==> src/rtl/if_fetch_queue.sv <==
// if_fetch_queue: sequential instruction fetch with in-order tag FIFO, instruction queue and redirect flush
module if_fetch_queue #(
  parameter logic [31:0] RESET_PC = 32'h0000_0000,
  parameter int          QDEPTH   = 2
) (
  input  logic        clk,
  input  logic        rstn,
  output logic        im_req,
  output logic [31:0] im_addr,
  input  logic        im_gnt,
  input  logic        im_rvalid,
  input  logic [31:0] im_rdata,
  input  logic        redirect_valid,
  input  logic [31:0] redirect_pc,
  input  logic        id_ready,
  output logic        id_valid,
  output logic [31:0] id_inst,
  output logic [31:0] id_pc,
  output logic [6:0]  id_opcode,
  output logic [2:0]  id_funct3
);
  localparam int AW = $clog2(QDEPTH);
  localparam int CW = $clog2(QDEPTH + 1);
  localparam logic [CW:0] QD = (CW + 1)'(QDEPTH);
  localparam logic [31:0] NOP = 32'h0000_0013;

  logic          req_en;
  logic [31:0]   fetch_pc;
  logic [31:0]   last_pc;
  logic [CW-1:0] count;
  logic [CW-1:0] outstanding;
  logic [CW-1:0] discard;
  logic [AW-1:0] head;
  logic [AW-1:0] tail;
  logic [AW-1:0] t_head;
  logic [AW-1:0] t_tail;
  logic [31:0]   q_inst [QDEPTH];
  logic [31:0]   q_pc   [QDEPTH];
  logic [31:0]   t_pc   [QDEPTH];
  logic          credit;
  logic          grant;
  logic          resp;
  logic          push;
  logic          pop;
  logic          has;

  // handshake decode and head-of-queue presentation
  always_comb begin
    credit    = ({1'b0, count} + {1'b0, outstanding}) < QD;
    im_req    = req_en & ~redirect_valid & credit;
    im_addr   = {fetch_pc[31:2], 2'b00};
    grant     = im_req & im_gnt;
    resp      = im_rvalid & (|outstanding);
    push      = resp & ~(|discard) & ~redirect_valid;
    has       = |count;
    id_valid  = has & ~redirect_valid;
    pop       = id_valid & id_ready;
    id_inst   = has ? q_inst[head] : NOP;
    id_pc     = has ? q_pc[head] : last_pc;
    id_opcode = id_inst[6:0];
    id_funct3 = id_inst[14:12];
  end

  // control state: fetch pointer, credits, discard count and queue pointers
  always_ff @(posedge clk or negedge rstn) begin
    if (!rstn) begin
      req_en      <= 1'b0;
      fetch_pc    <= RESET_PC;
      last_pc     <= '0;
      count       <= '0;
      outstanding <= '0;
      discard     <= '0;
      head        <= '0;
      tail        <= '0;
      t_head      <= '0;
      t_tail      <= '0;
    end else begin
      req_en      <= 1'b1;
      last_pc     <= id_pc;
      outstanding <= outstanding + CW'(grant) - CW'(resp);
      if (grant) begin
        fetch_pc <= fetch_pc + 32'd4;
        t_tail   <= t_tail + AW'(1);
      end
      if (resp) t_head <= t_head + AW'(1);
      if (redirect_valid) begin
        fetch_pc <= {redirect_pc[31:2], 2'b00};
        discard  <= outstanding - CW'(resp);
        head     <= '0;
        tail     <= '0;
        count    <= '0;
      end else begin
        if (resp && |discard) discard <= discard - CW'(1);
        if (push) tail <= tail + AW'(1);
        if (pop) head <= head + AW'(1);
        count <= count + CW'(push) - CW'(pop);
      end
    end
  end

  // storage for granted address tags and returned instructions
  always_ff @(posedge clk) begin
    if (grant) t_pc[t_tail] <= im_addr;
    if (push) begin
      q_inst[tail] <= im_rdata;
      q_pc[tail]   <= t_pc[t_head];
    end
  end
endmodule

==> config.mk <==
export PLATFORM = sky130hd
export DESIGN_NAME = if_fetch_queue
export DESIGN_NICKNAME = d
export VERILOG_FILES = /design/src/rtl/if_fetch_queue.sv
export SDC_FILE = /design/constraint.sdc
export NUM_CORES = 1
export LEC_CHECK = 0
export ABC_AREA = 0
export CAP_MARGIN = 15
export CORE_UTILIZATION = 57
export DETAILED_ROUTE_END_ITERATION = 6
export PLACE_DENSITY = 0.87
export SLEW_MARGIN = 10
export SYNTH_ARGS = -nofsm -noshare
export SYNTH_HDL_FRONTEND = slang
export SYNTH_SLANG_ARGS = --single-unit
==> constraint.sdc <==
create_clock -name clk -period 6.65 [get_ports clk]
set_input_delay 1.33 -clock clk [delete_from_list [all_inputs] [get_ports clk]]
set_output_delay 1.33 -clock clk [all_outputs]
set_load 0.05 [all_outputs]
Yosys cells after proc, flatten, opt, wreduce, memory -nomap -nowiden. Memory sizes are Yosys's and may differ from the RTL's. Cells that the tools add are included.

Memories kept: 3. Input bits: 70. RAM bits: 188. Output and inout port bits: 108. Bits in registers: 75.

Memory list: q_inst (words 2, width 32, rd ports 1, clocked after Yosys merged registers in 0, wr ports 1, RTL line 37) `logic [31:0] q_inst [QDEPTH];`; q_pc (words 2, width 32, rd ports 1, clocked after Yosys merged registers in 0, wr ports 1, RTL line 38) `logic [31:0] q_pc [QDEPTH];`; t_pc (words 2, width 30, rd ports 1, clocked after Yosys merged registers in 0, wr ports 1, RTL line 39) `logic [31:0] t_pc [QDEPTH];`.

$lt $le $gt $ge: 1. Reduce and logical (&&, ||, !) cells: 8. Bitwise operators: 10. Add/subtract/negate cells: 12. Mux-type cells: 15.

Operator list (number): $mux W32 (4); $add A32 B3 Y32 const B (1); $and A1 B1 Y1 (8); $mux W1 (8); $reduce_bool A2 Y1 (4); $mux W2 (3); $reduce_or A2 Y1 (3); $sub A2 B1 Y2 (3); $add A1 B1 Y1 const B (4); $add A2 B1 Y2 (2); $add A2 B2 Y3 (1); $lt A3 B2 Y1 const B (1); $not A1 Y1 (2); $sub A2 B1 Y2 const B (1); $logic_and A1 B1 Y1 (1).

Logic depth before layout (Yosys ltp). Gate-level depths: netlist of the first run.

Depth after elaboration: 7. Depth in mapped cells: 10. Mapped depth without buffers: 10.

Worst setup path after synthesis of the first run. No wires, ideal clock.

Path type: input -> register. Start point: input redirect_valid. End point: memory t_pc[0][0] (netlist bit), enable pin. Cell stages on the path: 4. Required time: 6.233 ns. Path slack: 1.389 ns. Arrival: 4.844 ns. Path buffers: 0. Cell sequence: nor4b_1 > and2_1 > inv_1 > nor2_1.

Longest elaborated chain between the ends: 6.

Ends and longest elaborated chain: start: declaration (RTL line 13) `input logic redirect_valid,`; $not A1 Y1 (RTL line 50) `im_req = req_en & ~redirect_valid & credit;`; $and A1 B1 Y1 (2 in a row) (RTL line 50); $and A1 B1 Y1 (RTL line 52) `grant = im_req & im_gnt;`; $mux W1 (RTL line 103) `if (grant) t_pc[t_tail] <= im_addr;`; $mux W1 (not written as such) (RTL line 103); end: declaration (RTL line 39).

No other way between the ends.

Worst setup path in the final report of the first run.
Start point: register count[1]. End point: output id_pc[7].

Longest elaborated chain between the ends: 2.

Ends and longest elaborated chain: start: declaration (RTL line 30) `logic [CW-1:0] count;`; start signal: assignment (RTL line 96) `count <= count + CW'(push) - CW'(pop);`; $reduce_or A2 Y1 (RTL line 55) `has = |count;`; $mux W32 (RTL line 59) `id_pc = has ? q_pc[head] : last_pc;`; end: declaration (RTL line 18) `output logic [31:0] id_pc,`.

No other way between the ends.

==> results.ini, run 1 <==
[run]
maxCapViolations = 0

[cts]
clock_latency_ns = 0.52
cts_resized = 0
cts_max_path_buffers = 3
postCtsHoldBufs = 0
cts_buffers = 25
postCtsSetupBuffers = 0
tritoncts = done
cts_sinks = 257
cts_max_level = 1
cts-root-buf = clkbuf_16
clkTransAtPathRegs_ns = 0.06

[timing]
min_period_ns = 4.54
worst_pin_slew_ns = 0.970
period_share = 0.682
max_clock_freq_mhz = 221
rsz0062_at_grt = no
fin_setup_tns_ns = 0
setup_viol = 0
whs_ns = 0.478
finClkSkew_ns = 0.0119
slew_headroom = 0.353
slew_viol_final = 0
finalHoldViolations = 0

[synthesis]
ys.warnings.count = 0
synthCells = 691
syn_area_sq_um = 10200
synth_area_leader_cell = edfxtp_1
ys_seq_elements = 257
synthTopCellsByArea = edfxtp_1 (54%), dfrtp_1 (18%), mux2i_1 (6.3%)
yosys.area.top_type_share = 0.543
yosysUniqueCellTypes = 42
ys_seq_area_frac = 0.722
syn_avg_cell_area_sq_um = 14.7

[place]
port_buffers = 173
hpwlAfterDp_mm = 13.0
numPlacedInstances = 1060
gp_congestion = 0.871

[pwr]
p_per_area_nw_per_um2 = 392
p_sw_mw = 1.69
seq_power_share = 0.405
swShare = 0.333
leakagePower_nw = 4.59
power_frac_clock = 0.291
vdd_drop_max_uv = 218
power_frac_comb = 0.303
internal-power_mw = 3.39

[floorplanning]
row_count = 48
ios = 178
initial_core_util = 0.587
die_x_microns = 136
coreArea_sq_um = 17400
die_y_microns = 136
die-area_sq_um = 18400

[drt]
ant_nets = 0
drt_pre_antenna_iters = 5
drtIter0Drc = 348
routed_via_density = 5.56
wl_mm = 20.5
drc = 0
num_vias = 6144
routedWlPerCell_microns = 18.5

[cells_and_area]
mostFrequentLayoutCell = edfxtp_1
layout.cells.non_filler = 1106
drive_above_1_share = 0.104
area_growth_pct = 27.5
diodes = 0
final_cell_mix = edfxtp_1 (184), clkdlybuf4s50_1 (171), dfrtp_1 (72), nand2_1 (70), mux2i_1 (64)
fin_nets = 940

[worst_hold_path]
hp-start = last_pc[0]$_DFF_PN0_
hp-class = flip-flop to flip-flop

[critical_path]
worstSetupStartpointType = flip-flop
cp.arrival_ns = 3.21
slowest_delay_ns = 0.88
end_kind = output port
path_class = flip-flop to output port
r2r_slack_ns = 3.32
crit_required_ns = 5.32
cp_max_fo = 71
crit_slowest_cell = clkdlybuf4s50_1
worstSetupStartpoint = count[1]$_DFF_PN0_
path_cells = nor2_4, buf_4, nand2_1, o21ai_0, clkdlybuf4s50_1
rr_startpoint = count[0]$_DFF_PN0_

[global_routing]
grt_remaining_overflow = 0
antenna_found_initial = 0
grt_first_pass_wirelength_mm = 32.3
grt_max_degree = 74
grt_usage = 0.231
grt_pass1_vias = 6175

[status]
status = completed

-- cells in the mapped netlist (all sizes together) --
cell and count:
nor2 51, conb 2, fa 1, nor4bb 1, a32oi 1, nand4 14, o21ai 55, o31ai 1
nand4bb 1, and3 5, nor2b 3, xnor2 16, dfrtp 73, mux2i 64, a21oi 2, nor3 2
nor4b 1, or3 1, and2 5, edfxtp 184, ha 7, a211o 1, xor2 16, inv 11
mux2 31, o211ai 3, a22oi 1, nand2 70, nand3 17, nor4 4, buf 23, clkbuf 17
nand3b 3, or2 2, and3b 1, and4 1
-- area by class of cell --
class	instances	area (sq um)
Sequential cell	257	7360
Fill cell	1100	4370
Multi-Input combinational cell	384	2620
Timing Repair Buffer	183	1800
Clock buffer	39	739
Tap cell	225	282
Clock inverter	7	141
Inverter	11	41.3
-- sequential cells by signal, indices dropped and copies added, names as in the netlist --
signal	cells
count	2
discard	2
fetch_pc	30
head	1
last_pc	32
outstanding	2
q_inst	64
q_pc	60
req_en	1
t_head	1
t_pc	60
t_tail	1
tail	1
-- worst max-delay path: cells and delay by family (launching register included) --
family	cells	cell delay, ns
buffers and inverters	2	1.51
DFF	1	0.46
and+or+nand+nor	2	0.51
AOI/OAI and AO/OA	1	0.18
-- per-stage QoR --
step | instance area (sq um) | power (mW) | setup WS (ns) | utilization
CTS | 13000 | 5.12 | 2.08 | 0.748
detailed placement | 12100 | 3.62 | 2.34 | 0.697
global placement | 12100 | 3.58 | 2.42 | 0.697
finish | 13000 | 5.08 | 2.11 | 0.748
global route | 13000 | 5.28 | 1.90 | 0.748
floorplan | 10200 | 3.11 | 1.39 | -
-- logic make-up (layout without fill, tap and decap cells) --
family                     after synthesis  count (layout)  share of synthesized area
DFF                                    257             257                      0.722
and+or+nand+nor                        182             182                     0.0848
muxes                                   95              95                     0.0972
AOI/OAI and AO/OA                       64              64                     0.0334
buffers and inverters                   51             240                     0.0238
xor gates and xnor gates                32              32                     0.0275
adders and majority gates                8               8                     0.0106
other                                    2               3                   0.000737
-- routing by layer --
layer,up-vias,global-route usage,wire length (microns)
met4,0,0.0618,273
met2,263,0.397,10200
met3,26,0.0456,1670
met1,3015,0.299,8370
met5,-,0,0
li1,2840,-,-
-- power groups by stage --
stage / registers [mW] / logic (mW) / clock network (mW)
2_1_floorplan: 2.11 / 1.00 / 0
3_3_place_gp: 2.08 / 1.50 / 0
3_5_place_dp: 2.09 / 1.54 / 0
4_1_cts: 2.06 / 1.55 / 1.50
5_1_grt: 2.08 / 1.63 / 1.57
6_report: 2.06 / 1.54 / 1.48
-- path summary, 6_finish.rpt --
check / cells after the start / to
max: 5 / id_pc[7]
min: 1 / last_pc[0]$_DFF_PN0_
max reg2reg: 7 / t_pc[0][10]$_DFFE_PP_
min reg2reg: 1 / last_pc[0]$_DFF_PN0_
max in group asynchronous: 1 / head$_DFFE_PN0P_
min in group asynchronous: 1 / fetch_pc[3]$_DFFE_PN0P_
No activity file was read; power rests on OpenSTA's default activity.
==> run 2: changes to the inputs <==
- CORE_UTILIZATION: 57 -> 53
- PLACE_DENSITY: 0.87 -> 0.82
- clock period: 6.65 -> 4.4 ns (I/O delays scaled with it)
==> run 2 against run 1 <==
Net effect: worst hold slack worse by 0.073 ns; clock-buffer cell count decreased by 4; via count grew 0.63%; worst setup slack got worse by 1.5 ns; clock power up 51%; register-to-register slack worse by 2.1 ns; wire length is 0.47% lower; critical endpoint is now im_req; highest routed layer unchanged.
==> results.ini, run 2 (same netlist as run 1, synthesis figures left out) <==
[floorplanning]
coreArea_sq_um = 18800  ; +8.1%
die_x_microns = 141  ; +3.6%
die-area_sq_um = 19800  ; +7.4%
die_y_microns = 141  ; +3.6%
ios = 178  ; unchanged
initial_core_util = 0.543  ; -0.0441
row_count = 50  ; +4.2%

[timing]
period_share = 0.862
whs_ns = 0.405  ; -0.0728 ns
slew_viol_final = 0  ; unchanged
max_clock_freq_mhz = 264
rsz0062_at_grt = no
worst_pin_slew_ns = 0.712  ; -0.258 ns
finClkSkew_ns = 0.00708  ; -0.00482 ns
min_period_ns = 3.79
slew_headroom = 0.522  ; +0.168
fin_setup_tns_ns = 0  ; unchanged
finalHoldViolations = 0  ; unchanged
setup_viol = 0  ; unchanged

[cts]
postCtsHoldBufs = 0  ; unchanged
cts_max_path_buffers = 3  ; unchanged
cts-root-buf = clkbuf_16
postCtsSetupBuffers = 0  ; unchanged
cts_resized = 0  ; unchanged
tritoncts = done
clkTransAtPathRegs_ns = 0.06  ; about the same
cts_buffers = 26  ; +4.0%
cts_max_level = 1  ; unchanged
cts_sinks = 257  ; unchanged
clock_latency_ns = 0.51  ; about the same

[global_routing]
grt_first_pass_wirelength_mm = 32.5  ; +0.64%
grt_pass1_vias = 6224  ; +0.79%
grt_max_degree = 73  ; -1.4%
antenna_found_initial = 0  ; unchanged
grt_usage = 0.211  ; -0.0197
grt_remaining_overflow = 0  ; unchanged

[drt]
num_vias = 6183  ; +0.63%
wl_mm = 20.4  ; -0.47%
drtIter0Drc = 339  ; -2.6%
ant_nets = 0  ; unchanged
drc = 0  ; unchanged
routed_via_density = 5.54  ; -0.36%
routedWlPerCell_microns = 18.3  ; -1.5%
drt_pre_antenna_iters = 5  ; unchanged

[cells_and_area]
mostFrequentLayoutCell = edfxtp_1
final_cell_mix = edfxtp_1 (184), clkdlybuf4s50_1 (171), dfrtp_1 (72), nand2_1 (70), mux2i_1 (64)
drive_above_1_share = 0.112  ; +0.00769
top_regs = q_inst x64, q_pc x60, t_pc x60
area_growth_pct = 28.2
nFillCells = 1275  ; +16%
top_register = q_inst
register_area_sq_um = 7360  ; unchanged
diodes = 0  ; unchanged
design_area_sq_um = 13100  ; +0.55%
fin_nets = 941  ; +0.11%
multi_input_area_sq_um = 2630  ; +0.24%
largest_register_ffs = 64  ; unchanged

[critical_path]
end_kind = output port
crit_required_ns = 3.52  ; -1.80 ns
cp_max_fo = 4  ; -94%
cp.arrival_ns = 2.91  ; -0.30 ns
path_class = flip-flop to output port
worstSetupStartpointType = flip-flop

[place]
port_buffers = 173  ; unchanged
dpl-instance-area_sq_um = 12200  ; +0.56%
gp_congestion = 0.804  ; -7.7%
hpwlAfterDp_mm = 13.1  ; +0.63%

[pwr]
leakagePower_nw = 4.63  ; +0.78%
p_per_area_nw_per_um2 = 588  ; +50%
vdd_drop_max_uv = 343  ; +57%

[run]
maxCapViolations = 0  ; unchanged

[status]
status = completed

[worst_hold_path]
hp-class = input pin to asynchronous set/reset pin

==> run 2: changes by cell type in the layout (fill, tap and decap cells not counted) <==
cell        before  now
buf_4           11    7
clkbuf_16       26   27
nor4b_2          0    1
clkbuf_1         9    4
clkinv_1         0    1
buf_12           0    4
bufinv_16        4    3
clkinvlp_4       1    0
inv_6            1    0
clkinv_2         1    9
nor4b_1          1    0
==> run 2: worst paths after layout <==
path,slack [ns],endpoint,cells past startpoint,startpoint
max in group asynchronous,3.18,fetch_pc[27]$_DFFE_PN0P_,2,rstn
min in group clk,0.48,last_pc[0]$_DFF_PN0_,1,last_pc[0]$_DFF_PN0_
hold / removal,0.41,last_pc[6]$_DFF_PN0_,1,rstn
hold reg to reg,0.48,last_pc[0]$_DFF_PN0_,1,last_pc[0]$_DFF_PN0_
setup / recovery,0.61,im_req,4,count[0]$_DFF_PN0_
setup reg to reg,1.27,t_pc[0][7]$_DFFE_PP_,7,count[0]$_DFF_PN0_
==> run 2: layer usage <==
metal / global-route usage / vias to the layer above / share of wire
li1: - / 2847 / -
met1: 0.273 / 3037 / 0.41
met2: 0.365 / 248 / 0.49
met3: 0.0329 / 51 / 0.065
met4: 0.0727 / 0 / 0.029
met5: 0 / - / 0
==> run 2: report_power, final <==
group | internal (mW) | switching [mW] | leakage [nW] | total (mW)
combinational | 0.804 | 1.51 | 1.62 | 2.31
sequential | 2.94 | 0.190 | 2.57 | 3.13
clock | 1.36 | 0.870 | 0.445 | 2.23
total | 5.10 | 2.57 | 4.63 | 7.67
==> run 2: worst max-delay path: stages (launching register included) <==
cell	delay (ns)
dfrtp_1	0.43
and2_1	0.17
fa_1	0.52
nor4b_2	0.41
clkdlybuf4s50_1	0.87
==> run 2: through the flow <==
stage	setup WS (ns)	util	cells	power [mW]
2_1_floorplan	-0.180	-	692	4.71
3_3_place_gp	1.17	0.648	1069	5.44
3_5_place_dp	1.17	0.648	1069	5.49
4_1_cts	0.599	0.696	1117	7.74
5_1_grt	0.475	0.696	1117	7.98
6_report	0.605	0.696	1117	7.67
==> run 2: final cells by class <==
class / count / share of cell area
sequential: 257 / 0.563
multi-input combinational: 384 / 0.201
timing repair buffer: 183 / 0.142
clock buffer: 35 / 0.0571
tap: 234 / 0.0224
clock inverter: 13 / 0.0106
inverter: 11 / 0.00316
